==> src/rtl/spi_host.sv <==
// spi_host: SPI mode-0 controller (CPOL=0, CPHA=0), host end of the servant config port.
// Accepts words over a valid/ready stream, keeps CS low across a multi-word frame,
// and emits each received word as a one-cycle strobe.
// Optional feature macro: SPI_HOST_LSB_FIRST_EN (shift LSB first); default is MSB first.
module spi_host #(
  parameter int DATA_W  = 8,
  parameter int CLK_DIV = 2
) (
  input  logic              wb_clk,
  input  logic              i_nrst,
  input  logic [DATA_W-1:0] i_tx_data,
  input  logic              i_tx_last,
  input  logic              i_tx_valid,
  output logic              o_tx_ready,
  output logic [DATA_W-1:0] o_rx_data,
  output logic              o_rx_valid,
  output logic              o_busy,
  output logic              o_sck,
  output logic              o_copi,
  input  logic              i_cipo,
  output logic              o_cs
);

  localparam int DIV_W = $clog2(CLK_DIV + 1);
  localparam int BIT_W = $clog2(DATA_W) + 1;
  localparam logic [DIV_W-1:0] DIV_LAST = DIV_W'(CLK_DIV - 1);
  localparam logic [BIT_W-1:0] BIT_LAST = BIT_W'(DATA_W);

  typedef enum logic [2:0] {
    S_IDLE  = 3'd0,
    S_SETUP = 3'd1,
    S_SHIFT = 3'd2,
    S_WAIT  = 3'd3,
    S_END   = 3'd4,
    S_GAP   = 3'd5
  } state_t;

  state_t            state_q;
  logic [DIV_W-1:0]  div_q;
  logic [BIT_W-1:0]  bit_q;
  logic [DATA_W-1:0] tx_q;
  logic [DATA_W-1:0] rx_q;
  logic [DATA_W-1:0] rx_data_q;
  logic              last_q;
  logic              sck_q;
  logic              copi_q;
  logic              cs_q;
  logic              rx_valid_q;

  logic              accept_s;
  logic              div_end_s;
  logic [DATA_W-1:0] tx_shift_d;
  logic [DATA_W-1:0] rx_shift_d;

  // Bit presented on COPI for a word whose next bit sits at the shift-out end.
  function automatic logic first_bit(input logic [DATA_W-1:0] w);
`ifdef SPI_HOST_LSB_FIRST_EN
    return w[0];
`else
    return w[DATA_W-1];
`endif
  endfunction

  // Advance the transmit word by one bit toward the shift-out end.
  function automatic logic [DATA_W-1:0] tx_shift(input logic [DATA_W-1:0] w);
`ifdef SPI_HOST_LSB_FIRST_EN
    return w >> 1;
`else
    return w << 1;
`endif
  endfunction

  // Insert one sampled CIPO bit so the first bit ends at the first-bit position.
  function automatic logic [DATA_W-1:0] rx_shift(input logic [DATA_W-1:0] w, input logic b);
`ifdef SPI_HOST_LSB_FIRST_EN
    return {b, w[DATA_W-1:1]};
`else
    return {w[DATA_W-2:0], b};
`endif
  endfunction

  // Handshake, divider terminal count, shift helpers and output decode.
  always_comb begin
    o_tx_ready = i_nrst & ((state_q == S_IDLE) | (state_q == S_WAIT));
    accept_s   = i_tx_valid & o_tx_ready;
    div_end_s  = (div_q == DIV_LAST);
    tx_shift_d = tx_shift(tx_q);
    rx_shift_d = rx_shift(rx_q, i_cipo);
    o_busy     = (state_q != S_IDLE);
    o_sck      = sck_q;
    o_copi     = copi_q;
    o_cs       = cs_q;
    o_rx_valid = rx_valid_q;
    o_rx_data  = rx_data_q;
  end

  // Frame sequencer: CS framing, SCK generation, shifting and receive strobe.
  always_ff @(posedge wb_clk) begin
    if (!i_nrst) begin
      state_q    <= S_IDLE;
      div_q      <= '0;
      bit_q      <= '0;
      tx_q       <= '0;
      rx_q       <= '0;
      rx_data_q  <= '0;
      last_q     <= 1'b0;
      sck_q      <= 1'b0;
      copi_q     <= 1'b0;
      cs_q       <= 1'b1;
      rx_valid_q <= 1'b0;
    end else begin
      rx_valid_q <= 1'b0;
      case (state_q)
        S_IDLE: begin
          cs_q  <= 1'b1;
          sck_q <= 1'b0;
          if (accept_s) begin
            tx_q    <= i_tx_data;
            last_q  <= i_tx_last;
            copi_q  <= first_bit(i_tx_data);
            cs_q    <= 1'b0;
            div_q   <= '0;
            bit_q   <= '0;
            state_q <= S_SETUP;
          end
        end
        S_WAIT: begin
          // CS stays low between words of one frame; waits as long as needed.
          sck_q <= 1'b0;
          if (accept_s) begin
            tx_q    <= i_tx_data;
            last_q  <= i_tx_last;
            copi_q  <= first_bit(i_tx_data);
            div_q   <= '0;
            bit_q   <= '0;
            state_q <= S_SETUP;
          end
        end
        S_SETUP: begin
          if (div_end_s) begin
            div_q   <= '0;
            state_q <= S_SHIFT;
          end else begin
            div_q <= div_q + DIV_W'(1);
          end
        end
        S_SHIFT: begin
          if (bit_q == BIT_LAST) begin
            // Cycle after the final falling edge: publish the word.
            rx_valid_q <= 1'b1;
            rx_data_q  <= rx_q;
            bit_q      <= '0;
            div_q      <= '0;
            state_q    <= last_q ? S_END : S_WAIT;
          end else if (div_end_s) begin
            div_q <= '0;
            if (!sck_q) begin
              // Rising edge: CIPO captured in the same cycle SCK goes high.
              sck_q <= 1'b1;
              rx_q  <= rx_shift_d;
            end else begin
              // Falling edge: present the next transmit bit.
              sck_q  <= 1'b0;
              bit_q  <= bit_q + BIT_W'(1);
              tx_q   <= tx_shift_d;
              copi_q <= first_bit(tx_shift_d);
            end
          end else begin
            div_q <= div_q + DIV_W'(1);
          end
        end
        S_END: begin
          if (div_end_s) begin
            div_q   <= '0;
            cs_q    <= 1'b1;
            state_q <= S_GAP;
          end else begin
            div_q <= div_q + DIV_W'(1);
          end
        end
        S_GAP: begin
          if (div_end_s) begin
            div_q   <= '0;
            state_q <= S_IDLE;
          end else begin
            div_q <= div_q + DIV_W'(1);
          end
        end
        default: begin
          state_q <= S_IDLE;
          div_q   <= '0;
          bit_q   <= '0;
          sck_q   <= 1'b0;
          cs_q    <= 1'b1;
        end
      endcase
    end
  end

endmodule

==> config.mk <==
export PLATFORM = sky130hd
export DESIGN_NAME = spi_host
export DESIGN_NICKNAME = d
export VERILOG_FILES = /design/src/rtl/spi_host.sv
export SDC_FILE = /design/constraint.sdc
export NUM_CORES = 1
export LEC_CHECK = 0
export ABC_AREA = 1
export BUFFER_PORTS_ARGS = -buffer_cell sky130_fd_sc_hd__buf_2
export CAP_MARGIN = 5
export CORE_ASPECT_RATIO = 0.7
export CORE_MARGIN = 1.5
export CORE_UTILIZATION = 60
export DETAILED_ROUTE_END_ITERATION = 12
export PLACE_DENSITY = 0.87
export SETUP_SLACK_MARGIN = 0.4
export SLEW_MARGIN = 20
export SYNTH_ARGS = -nofsm -noshare
export SYNTH_HDL_FRONTEND = slang
export SYNTH_SLANG_ARGS = --single-unit
==> constraint.sdc <==
create_clock -name wb_clk -period 2.4 [get_ports wb_clk]
set_input_delay 0.24 -clock wb_clk [delete_from_list [all_inputs] [get_ports wb_clk]]
set_output_delay 0.24 -clock wb_clk [all_outputs]
set_load 0.005 [all_outputs]
## Word level (Yosys, flattened, before mapping)

Index checks and enable logic that the tools add are counted.

- $add $sub $neg: 2
- Equality and inequality tests: 17
- Mux-type cells: 34
- Bitwise gates (word level): 7
- Reductions and logical operators: 15

Operators by type and width:

| kind | number |
|---|---|
| two-way mux 7 bit | 4 |
| two-way mux 3 bit | 6 |
| two-way mux 4 bit | 4 |
| one-hot mux 3 bit (5 select lines) | 1 |
| != test 2 bit (second input constant) | 7 |
| one-hot mux 7 bit (2 select lines) | 1 |
| one-hot mux 4 bit (3 select lines) | 1 |
| two-way mux 1 bit | 10 |
| AND reduction 5 bit | 2 |
| AND reduction 2 bit | 4 |
| AND reduction 4 bit | 2 |
| == test 3 x 2 -> 1 bit (second input constant) | 2 |
| == test 3 bit (second input constant) | 2 |
| two-way mux 2 bit | 3 |
| != test 3 bit (second input constant) | 2 |
| one-hot mux 2 bit (3 select lines) | 1 |
| adder 4 x 1 -> 4 bit (second input constant) | 1 |
| == test 4 bit (second input constant) | 1 |
| inverter 1 bit | 4 |
| one-hot mux 1 bit (2 select lines) | 2 |
| OR reduction 4 bit | 1 |
| == test 3 x 1 -> 1 bit (second input constant) | 1 |
| zero test 3 bit | 1 |
| one-hot mux 1 bit (3 select lines) | 1 |
| other kinds (10) | 11 |

- Register bits after elaboration: 37
- Input port bits: 13
- Output and inout bits: 14
- Logic and storage cells: 86

## Logic depth before layout (Yosys ltp)

- Depth in word-level cells: 6
- Depth in mapped cells: 10
- Mapped depth without buffers: 9

## Least setup slack after synthesis

OpenSTA, ideal clock, no wires.

- Path kind: reg-to-reg
- Start: register bit_q[0]
- End: register rx_q[0]
- Setup time: 0.116 ns
- Data arrival time: 1.276 ns
- Required time: 2.284 ns
- Setup slack: 1.008 ns
- Cell stages (with the launch flop): 10
- Buffers on the path: 0
- Period minus slack after synthesis: 1.392 ns
- Path through: dfxtp_1 -> inv_1 -> ha_1 -> nand2_1 -> nor2_2 -> nor2_1 -> nand3_2 -> inv_2 -> nor2_1 -> nor2_1

- Longest elaborated chain between the ends: 3

RTL lines:

| what | RTL line | RTL |
|---|---|---|
| from (decl) | 40 | `logic [BIT_W-1:0] bit_q;` |
| from (signal assigned) | 164 | `bit_q <= bit_q + BIT_W'(1);` |
| == test 4 bit | 148 | `if (bit_q == BIT_LAST) begin` |
| inverter 1 bit (no source line) | - |  |
| AND reduction 4 bit (no source line) | - |  |
| to (signal assigned) | 160 | `rx_q <= rx_shift_d;` |
| to (decl) | 42 | `logic [DATA_W-1:0] rx_q;` |

Every way passes these cells.
A chain may end at the register's enable or synchronous reset.

## Worst setup path after layout

- Start: register state_q[2]
- End: register rx_data_q[5], in the netlist o_rx_data[5]

- Longest elaborated chain between the ends: 2

RTL lines:

| what | RTL line | RTL |
|---|---|---|
| from (decl) | 38 | `state_t state_q;` |
| from (signal assigned) | 154 | `state_q <= last_q ? S_END : S_WAIT;` |
| == test 3 x 2 -> 1 bit | 113 | `case (state_q)` |
| AND reduction 2 bit (no source line) | - |  |
| to (signal assigned) | 151 | `rx_data_q <= rx_q;` |
| to (decl) | 43 | `logic [DATA_W-1:0] rx_data_q;` |

Every way passes these cells.

==> results.json <==
{
  "period_share_pct": 74.52,
  "portBuffers": 26,
  "met1_usage_pct": 33.96,
  "grt_max_degree": 34,
  "cts_made_buffers": 5,
  "drive_gt1_share_pct": 22.71,
  "routed_wl_um": 3954,
  "clkSinkCount": 37,
  "drtIter0Drc": 186,
  "cts_tree": "done",
  "synth_area_sq_mm": 0.001897,
  "gp_congestion": 0.8765,
  "cts-htree-levels": 2,
  "fp-row-count": 16,
  "layout_common_cells": "nor2_1 (62), nand2_1 (54), dfxtp_1 (37)",
  "grt_first_pass_wirelength_um": 6858,
  "final_common_cell": "nor2_1",
  "drv_cap": 0,
  "finalHoldViolations": 0,
  "start_util_pct": 65.34,
  "antenna_found_initial": 0,
  "worst_pin_slew_ns": 0.6927,
  "p_leak_nw": 1.043,
  "endpoint_kind": "flop",
  "area_growth_pct": 13.46,
  "routedWlPerCell_um": 11.95,
  "drc": 0,
  "syn_inst": 268,
  "rsz0062_at_grt": "false",
  "die_h_um": 50.04,
  "dr_total_vias": 1740,
  "p_per_area_mw_per_mm2": 1251,
  "grt_pass1_vias": 1524,
  "critPathTopFamily": "simple AND/OR/NAND/NOR gates",
  "dieArea_sq_mm": 0.003513,
  "clkLatencyLatePin_ns": 0.30,
  "slew_headroom_pct": 53.65,
  "io-pin-count": 27,
  "crit_type": "flop to flop",
  "finClkSkew_ns": 0.01218,
  "synth.distinct_cells": 28,
  "placed_area_sq_mm": 0.002014,
  "hold_buffers": 0,
  "grt_use_met2_pct": 37.46,
  "die_w_um": 70.20,
  "grt-ovfl-total": 0,
  "core_sq_mm": 0.002903,
  "detail_route.vias_per_cell": 5.257,
  "reg2reg_slack_ns": 0.61,
  "start_kind": "flop",
  "cts_setup_buffers": 0,
  "drv_slew": 0,
  "fin_area_sq_mm": 0.002152,
  "critPathBufInv": 2,
  "yosysSeqAreaShare_pct": 39.05,
  "ys_ff_latch": 37,
  "period_needed_ns": 1.789,
  "n_antenna_cell": 0,
  "use_met3_pct": 7.975,
  "cpPeakStageDelay_ns": 0.39,
  "cp_data_required_time_ns": 2.60,
  "grt.total_usage_pct": 24.98,
  "synth_nets": 283,
  "fmax_ghz": 0.5591,
  "slowest_stage": "dfxtp_1",
  "fillCellCount": 225,
  "crit_path_cell_trace": "inv_2 > nand3_2 > nor2_4 > clkinv_1 > nor2_1 > nor2_1",
  "post-dp-hpwl_um": 2773,
  "finalSetupTns_ns": 0,
  "drtPass1Iterations": 4,
  "synth.avg_cell_area_sq_um": 7.078,
  "fin_nets": 309,
  "busiest_layer": "met2",
  "ant_nets": 0,
  "cts-root-buf": "clkbuf_8",
  "clkTransAtPathRegs_ns": 0.08,
  "cp_max_fo": 12,
  "clk_path_buf_depth": 2,
  "crit_top_cell": "nor2_1",
  "hold_path_class": "primary input to flop",
  "cts_resized": 0,
  "ys.warnings.count": 0,
  "peakVddDrop_uv": 653.7,
  "setup-violations-final": 0,
  "cp.arrival_ns": 1.99,
  "status": "completed"
}
[tightest hold or removal path, stage by stage]
cell and delay (ns):
buf_2 0.08, nand3_1 0.06, nand2_1 0.06
[registers in the layout, indices dropped and copies added (netlist names)]
name        flops
div_q           2
bit_q           4
state_q         3
o_copi          1
last_q          1
o_sck           1
o_cs            1
tx_q            7
rx_q            8
o_rx_data       8
o_rx_valid      1
[layout make-up]
cell class                 instances  area (sq um)  share of cell area [%]
clock buffer                       5         68.82                   3.198
sequential                        37         740.7                   34.42
multi-input combinational        199         997.2                   46.34
inverter                          23         86.33                   4.012
timing repair buffer              28         145.1                   6.744
tap                               36         45.04                   2.093
clock inverter                     3         68.82                   3.198
[Yosys cell counts]
| master | instances | share of area [%] |
|---|---|---|
| o21ai_2 | 1 | 0.46 |
| buf_1 | 1 | 0.20 |
| nand2_2 | 4 | 1.3 |
| ha_1 | 2 | 1.3 |
| nand3_4 | 1 | 0.92 |
| o21ai_0 | 20 | 5.3 |
| a21oi_2 | 2 | 0.92 |
| nand3_2 | 6 | 3.2 |
| o21ai_4 | 1 | 0.86 |
| nor2_2 | 4 | 1.3 |
| nand2_1 | 54 | 11 |
| buf_2 | 1 | 0.26 |
| nor2_4 | 2 | 1.2 |
| xnor2_1 | 1 | 0.46 |
| a21oi_1 | 14 | 3.7 |
| buf_6 | 5 | 3.0 |
| nor2_1 | 62 | 12 |
| nand2_4 | 1 | 0.59 |
| o22ai_1 | 1 | 0.33 |
| dfxtp_1 | 37 | 39 |
| nand3_1 | 18 | 4.7 |
| clkinv_1 | 1 | 0.20 |
| o21ai_1 | 1 | 0.26 |
| nand4_1 | 2 | 0.66 |
| inv_2 | 7 | 1.4 |
| inv_1 | 15 | 3.0 |
| nor2_8 | 2 | 2.1 |
| clkbuf_1 | 2 | 0.40 |
[report_power, final]
group,internal (mW),leakage [nW],switching [mW],total (mW)
Combinational,0.405,0.673,0.738,1.14
Sequential,0.763,0.302,0.128,0.891
Clock,0.418,0.0687,0.239,0.658
[worst paths after layout]
path,end,startpoint,depth (start not counted)
worst max-delay path,o_rx_data[5],state_q[2],6
worst min-delay path,last_q,i_tx_last,3
worst max register to register,o_rx_data[5],state_q[2],6
worst min register to register,div_q[1],div_q[1],2
[metal layers]
metal / routed length, um / vias to the layer above
met3: 231 / 4
met4: 51 / 0
li1: - / 910
met1: 2014 / 774
met5: 0 / -
met2: 1656 / 52
[logic make-up (layout without fill, tap and decap cells)]
group,count (synthesis),count (layout),share of synthesized area (%)
adder cells (fa/ha/maj),2,2,1.319
flip-flops,37,37,39.05
buffers and inverters,32,59,8.377
XOR/XNOR,1,1,0.4618
AND/OR/NAND/NOR,156,156,38.98
AO/OA/AOI/OAI,40,40,11.81
[per-stage QoR]
step	setup WS (ns)	hold slack [ns]	util (%)	cells	total power [mW]
2_1_floorplan	1.008	0.3784	-	268	1.886
3_3_place_gp	0.7494	0.4500	69.40	323	2.008
3_5_place_dp	0.6682	0.4538	69.40	323	2.032
4_1_cts	0.6396	0.1644	74.14	331	2.693
5_1_grt	0.4516	0.2107	74.14	331	2.903
6_report	0.6114	0.1681	74.14	331	2.692
Note: power is estimated with default switching activity, not from simulation.
